File: config.mk
export PLATFORM = sky130hd
export DESIGN_NAME = can_stuffing
export DESIGN_NICKNAME = d
export VERILOG_FILES = /design/src/rtl/can_stuffing.sv
export SDC_FILE = /design/constraint.sdc
export NUM_CORES = 1
export LEC_CHECK = 0
export ABC_AREA = 1
export CORE_AREA = 2 2 52 54
export CTS_BUF_LIST = sky130_fd_sc_hd__clkbuf_4 sky130_fd_sc_hd__clkbuf_8
export CTS_CLUSTER_SIZE = 10
export DETAILED_ROUTE_END_ITERATION = 7
export DIE_AREA = 0 0 54 56
export MAX_ROUTING_LAYER = met4
export PLACE_DENSITY = 0.64
export SYNTH_ARGS = -nofsm -noshare
export SYNTH_HDL_FRONTEND = slang
export SYNTH_SLANG_ARGS = --single-unit
export TNS_END_PERCENT = 5
File: constraint.sdc
create_clock -name Clock_TX -period 2.32 [get_ports Clock_TX]
set_input_delay 0.232 -clock Clock_TX [delete_from_list [all_inputs] [get_ports Clock_TX]]
set_output_delay 0.232 -clock Clock_TX [all_outputs]
set_load 0.005 [all_outputs]
File: src/rtl/can_stuffing.sv
// Transmit-side CAN bit stuffer: after RUN_LENGTH equal bus bits it inserts a
// complementary stuff bit and stalls the serializer for that bit time.
module can_stuffing #(
  parameter int unsigned RUN_LENGTH      = 5,
  parameter int unsigned STUFF_CNT_WIDTH = 8
) (
  input  logic                       Clock_TX,
  input  logic                       Reset_N,
  input  logic                       Frame_Start,
  input  logic                       Stuff_Enable,
  input  logic                       Bit_Valid,
  input  logic                       Bit_Input,
  output logic                       Bit_Ready,
  output logic                       Bit_Output,
  output logic                       Stuff_Inserted,
  output logic                       Underflow,
  output logic [STUFF_CNT_WIDTH-1:0] Stuff_Count
);

  localparam int unsigned RUN_W = $clog2(RUN_LENGTH + 1);
  localparam logic [RUN_W-1:0] RUN_MAX = RUN_W'(RUN_LENGTH);
  localparam logic [STUFF_CNT_WIDTH-1:0] CNT_MAX = '1;

  logic                       last_bit_q, last_bit_d;
  logic [RUN_W-1:0]           run_cnt_q, run_cnt_d;
  logic                       stuff_pending_q, stuff_pending_d;
  logic                       bit_out_q, bit_out_d;
  logic                       stuff_ins_q, stuff_ins_d;
  logic                       underflow_q, underflow_d;
  logic [STUFF_CNT_WIDTH-1:0] stuff_cnt_q, stuff_cnt_d;

  logic [RUN_W-1:0]           run_base;
  logic [STUFF_CNT_WIDTH-1:0] cnt_base;
  logic                       bus_bit;
  logic                       pending_now;

  // A Frame_Start overrides a stale stuff bit so the SOF bit is accepted.
  assign Bit_Ready = ~stuff_pending_q | Frame_Start;

  always_comb begin
    last_bit_d      = last_bit_q;
    run_cnt_d       = run_cnt_q;
    stuff_pending_d = stuff_pending_q;
    bit_out_d       = bit_out_q;
    stuff_ins_d     = stuff_ins_q;
    underflow_d     = underflow_q;
    stuff_cnt_d     = stuff_cnt_q;

    run_base    = Frame_Start ? '0 : run_cnt_q;
    cnt_base    = Frame_Start ? '0 : stuff_cnt_q;
    pending_now = stuff_pending_q & ~Frame_Start;
    bus_bit     = Bit_Valid ? Bit_Input : 1'b1;

    if (pending_now) begin
      // Stuff bit opens the next run, so the run restarts at one.
      bit_out_d       = ~last_bit_q;
      last_bit_d      = ~last_bit_q;
      run_cnt_d       = RUN_W'(1);
      stuff_pending_d = 1'b0;
      stuff_ins_d     = 1'b1;
      underflow_d     = 1'b0;
      stuff_cnt_d     = (cnt_base == CNT_MAX) ? cnt_base
                                              : cnt_base + STUFF_CNT_WIDTH'(1);
    end else begin
      // Missing data puts a recessive fill bit on the bus, counted like a '1'.
      bit_out_d       = bus_bit;
      stuff_ins_d     = 1'b0;
      underflow_d     = ~Bit_Valid & Stuff_Enable;
      stuff_cnt_d     = cnt_base;
      stuff_pending_d = 1'b0;
      if (Stuff_Enable) begin
        last_bit_d = bus_bit;
        if ((bus_bit == last_bit_q) && (run_base != '0)) begin
          run_cnt_d = run_base + RUN_W'(1);
        end else begin
          run_cnt_d = RUN_W'(1);
        end
        stuff_pending_d = (run_cnt_d == RUN_MAX);
      end else begin
        run_cnt_d = '0;
      end
    end
  end

  always_ff @(posedge Clock_TX or negedge Reset_N) begin
    if (!Reset_N) begin
      last_bit_q      <= 1'b1;
      run_cnt_q       <= '0;
      stuff_pending_q <= 1'b0;
      bit_out_q       <= 1'b1;
      stuff_ins_q     <= 1'b0;
      underflow_q     <= 1'b0;
      stuff_cnt_q     <= '0;
    end else begin
      last_bit_q      <= last_bit_d;
      run_cnt_q       <= run_cnt_d;
      stuff_pending_q <= stuff_pending_d;
      bit_out_q       <= bit_out_d;
      stuff_ins_q     <= stuff_ins_d;
      underflow_q     <= underflow_d;
      stuff_cnt_q     <= stuff_cnt_d;
    end
  end

  assign Bit_Output     = bit_out_q;
  assign Stuff_Inserted = stuff_ins_q;
  assign Underflow      = underflow_q;
  assign Stuff_Count    = stuff_cnt_q;

endmodule

Yosys cells after proc, flatten, opt, wreduce, memory -nomap -nowiden
Index checks and enable logic that the tools add are counted.

word-level totals
  register bits = 16
  input bits = 6
  output and inout bits = 12
  word-level logic and storage cells = 39

operators by class
  $add $sub $neg = 2
  eq/ne operators = 3
  multiplexer cells = 17
  bitwise operators = 7
  reductions and logical operators = 3

operators with widths
  kind                                                            number
  8-bit 2-to-1 mux                                                3
  3-bit 2-to-1 mux                                                6
  8-bit by 1-bit adder with 8-bit output (second input constant)  1
  8-bit == test (second input constant)                           1
  1-bit 2-to-1 mux                                                8
  1-bit inverter                                                  4
  3-bit by 1-bit adder with 3-bit output (second input constant)  1
  3-bit == test (second input constant)                           1
  3-bit nonzero test                                              1
  1-bit bitwise AND                                               2
  2-bit nonzero test                                              1
  1-bit == test                                                   1
  1-bit logical AND                                               1
  1-bit OR                                                        1

Depth between registers and ports, before layout
  depth in word-level cells = 9
  gate-level depth with buffers = 10
  depth with buffers taken out = 10

Worst setup path before layout
Ideal clock, no wire load.

  kind = register to register
  start = register stuff_cnt_q[0], in the netlist Stuff_Count[0]
  end = register stuff_cnt_q[6], in the netlist Stuff_Count[6]
  setup time = 0.113 ns
  data arrival time = 1.253 ns
  data required time = 2.207 ns
  slack = 0.955 ns
  stages on the path, launching flop included = 11
  path buffers = 0
  period minus slack after synthesis = 1.365 ns
  cell sequence = dfrtp_1 inv_1 nor2_1 ha_1 nand2_1 nor2_4 nand2_1 nor2_1 nand2_1 nand2_1 inv_1

on the way
  cells in the longest elaborated chain, start to end = 4
  elaborated cells between the ends (all ways) = 5
  classes of those cells = add/sub: 1; eq/ne: 1; mux: 3

RTL lines
  what                                                                            line    source
  from (decl)                                                                     30      logic [STUFF_CNT_WIDTH-1:0] stuff_cnt_q, stuff_cnt_d;
  from (signal assigned)                                                          101     stuff_cnt_q <= stuff_cnt_d;
  8-bit 2-to-1 mux *                                                              50      cnt_base = Frame_Start ? '0 : stuff_cnt_q;
  8-bit by 1-bit adder with 8-bit output / 8-bit == test (equally long branches)  63, 62
  8-bit 2-to-1 mux *                                                              62      stuff_cnt_d = (cnt_base == CNT_MAX) ? cnt_base
  8-bit 2-to-1 mux *                                                              54      if (pending_now) begin
  net stuff_cnt_d[6]                                                              30

The timed path passes the listed nets; every way through them passes the cells marked *.
A chain may end at the register's enable or synchronous reset.

Worst setup path in the final report
  start = input Frame_Start
  end = output Bit_Ready

on the way
  cells in the longest elaborated chain, start to end = 1

RTL lines
  what         line  source
  from (decl)  9     input logic Frame_Start,
  1-bit OR     38    assign Bit_Ready = ~stuff_pending_q | Frame_Start;
  to (decl)    13    output logic Bit_Ready,

Every way passes these cells.

==> results.cfg <==
[outcome]
status = complete, no violations

[critical_path]
worst_setup_path_start_kind = input port
crit_arrival_ps = 1530
cp_max_fo = 14
startpoint = Frame_Start
end_kind = output pin
endpoint = Bit_Ready
worstPathRequired_ps = 2090
regToRegSetupSlack_ps = 770
r2r_start = Stuff_Count[0]$_DFF_PN0_
r2r_cells = 9
r2r-end = Stuff_Count[7]$_DFF_PN0_
critPathKind = in2out

[floorplanning]
initial_core_util_pct = 39.1
io_pins = 18
fp.dieW_um = 54
dieArea_um2 = 3020
core_um2 = 2430
die_h_um = 56
rows = 18

[clocking]
cts_hold_buf = 0
clock_sinks = 16
clockBufferDepth = 2
root_buffer = clkbuf_4
clkLatencyLatePin_ps = 280
cts_buffers = 3
clk_pin_slew_ps = 90
cts-resized-gates = 0
htreeDepth = 1
cts_setup_buffers = 0
cts_tree = built

[logic_synthesis]
async_reset_ff_share_pct = 100
synth-seq-area-share_pct = 42.4
yosys.area.top_type = dfrtp_1
synth_area_leaders = dfrtp_1, nand2_1, nand3_1, dfstp_2, inv_1
postSynthAreaPerCell_um2 = 8.34
synthesis.area_um2 = 951
synth_common_cells = nand2_1, dfrtp_1, inv_1
synth-seq-cells = 16
synth_most_common_cell = nand2_1
synth-main-ff-cell = dfrtp_1
yosysUniqueCellTypes = 25
synthesis.nets = 123
yosys_warnings = 0
synthCells = 114
synth_top_area_share_pct = 36.8
synth-edff-count = 0

[pwr]
pwr-share-comb_pct = 8.3
power_leakage_nw = 0.624
power.density_nw_per_um2 = 437
netSwitchingPower_w = 0.000115
swShare_pct = 22.4
internal_power_w = 0.000399
seqPwrFrac_pct = 56.0
ir_worst_vdd_uv = 369
clkPwrFrac_pct = 35.7

[grt]
grt_pass1_vias = 709
grtUsageMet3_pct = 4.57
grt_pass1_wl_um = 2930
grt_antenna_before_repair = 0
grtUsageTotal_pct = 13.4
grt.busiest_layer = met2
use_met1_pct = 15.7
grt-ovfl-total = 0
grt_use_met2_pct = 21.6
grt_max_degree = 17

[placed_design]
hpwl_um = 1340
gp_congestion = 0.782
portBuffers = 17

[final_layout]
diodes = 0
fin_util_pct = 48.3
syn_to_final_growth_pct = 23.6
final_nets = 144
drive_above_1_share_pct = 17.9

[route]
drt-total-wl_um = 1710
postRouteAntennaNets = 0
drc = 0
routedWlPerCell_um = 10.4
firstDrtPassIters = 4
vias_per_cell = 4.72
vias = 774
drt_iter0_markers = 9

[sta]
hold_violations = 0
rsz0062_at_grt = false
final_max_slew_viol_count = 0
fmax_mhz = 567
fin_crit_sh_pct = 76.1
slew_headroom_pct = 49.9
tns_ps = 0
clock_skew_ps = 0.899
worst_pin_slew_ps = 749
fin_crit_ps = 1760
finalSetupViolCount = 0

[hold_path]
hold_path_class = in2async

[flow_run]
drv_cap = 0
==> per-layer routing <==
layer	wire length [µm]	share of wire [%]	vias to the layer above
li1	-	-	397
met1	778	46	358
met2	840	49	19
met3	89	5.2	0
met4	0	0	0
met5	0	0	-
==> sequential cells by signal, indices dropped and copies added, names as in the netlist <==
name             cells
Stuff_Count          8
Bit_Output           1
last_bit_q           1
Underflow            1
run_cnt_q            3
stuff_pending_q      1
Stuff_Inserted       1
==> layout by cell type, fill, tap and decap left out <==
cell and instances:
xnor2_1 2, nand2_4 1, o21ai_1 1, xnor2_2 1, nand3_2 1, o21ai_2 1, inv_2 1, a21oi_1 1
inv_1 14, nand3_1 11, ha_1 3, inv_4 1, o21ai_0 1, nand4_1 1, dfstp_2 2, clkbuf_4 3
dfrtp_1 14, nor2_2 2, nor2_4 3, clkbuf_8 1, clkdlybuf4s50_1 17, nor2_1 11, nand2_1 33, nand2_2 5
nand2_8 1, nand3b_4 1, nor3_1 1
==> how the worst min path moves through the flow <==
stage	startpoint	end	slack, ps	cells after the start
after floorplan	Reset_N	Stuff_Count[0]$_DFF_PN0_	-60	0
after global placement	Stuff_Count[0]$_DFF_PN0_	Stuff_Count[0]$_DFF_PN0_	520	1
after detailed placement	Stuff_Count[0]$_DFF_PN0_	Stuff_Count[0]$_DFF_PN0_	530	1
after CTS	Reset_N	Stuff_Count[3]$_DFF_PN0_	400	1
after global routing	Reset_N	Stuff_Count[1]$_DFF_PN0_	430	1
final	Reset_N	Stuff_Count[0]$_DFF_PN0_	380	1
==> power by group through the flow <==
| stage | sequential, W | combinational (W) | clock (W) |
|---|---|---|---|
| 2_1_floorplan | 0.000293 | 0.0000239 | 0 |
| 3_3_place_gp | 0.000293 | 0.0000429 | 0 |
| 3_5_place_dp | 0.000293 | 0.0000435 | 0 |
| 4_1_cts | 0.000288 | 0.0000436 | 0.000195 |
| 5_1_grt | 0.000288 | 0.0000485 | 0.000205 |
| 6_report | 0.000287 | 0.0000425 | 0.000183 |
==> metrics by stage <==
step	power (W)	hold WS [ps]	cell area, µm²	instances	worst slack (ps)
6_report	0.000513	381	1170	164	555
5_1_grt	0.000542	431	1170	164	520
4_1_cts	0.000526	401	1170	164	551
3_5_place_dp	0.000336	532	1140	160	422
3_3_place_gp	0.000336	516	1140	160	461
2_1_floorplan	0.000317	-63.6	951	114	955
==> cell families (layout without fill, tap and decap cells) <==
logic type / count (synthesis) / after routing / share of synthesized area (%)
xor+xnor: 3 / 3 / 3.55
compound gates: 4 / 4 / 2.50
flops: 16 / 16 / 42.4
simple gates: 71 / 71 / 38.9
fa+ha+maj: 3 / 3 / 3.95
buf+inv: 17 / 37 / 8.68
==> final cells by class <==
class	instances	area, µm²
sequential	16	403
fill	237	1260
clock buffer	4	36.3
multi-input combinational	81	465
inverter	16	62.6
timing repair buffer	17	170
tap	30	37.5
==> worst max-delay path, stage by stage <==
cell	delay, ps
clkdlybuf4s50_1	550
inv_4	130
nand2_8	110
clkdlybuf4s50_1	510
Power figures use the tool's default switching activity.
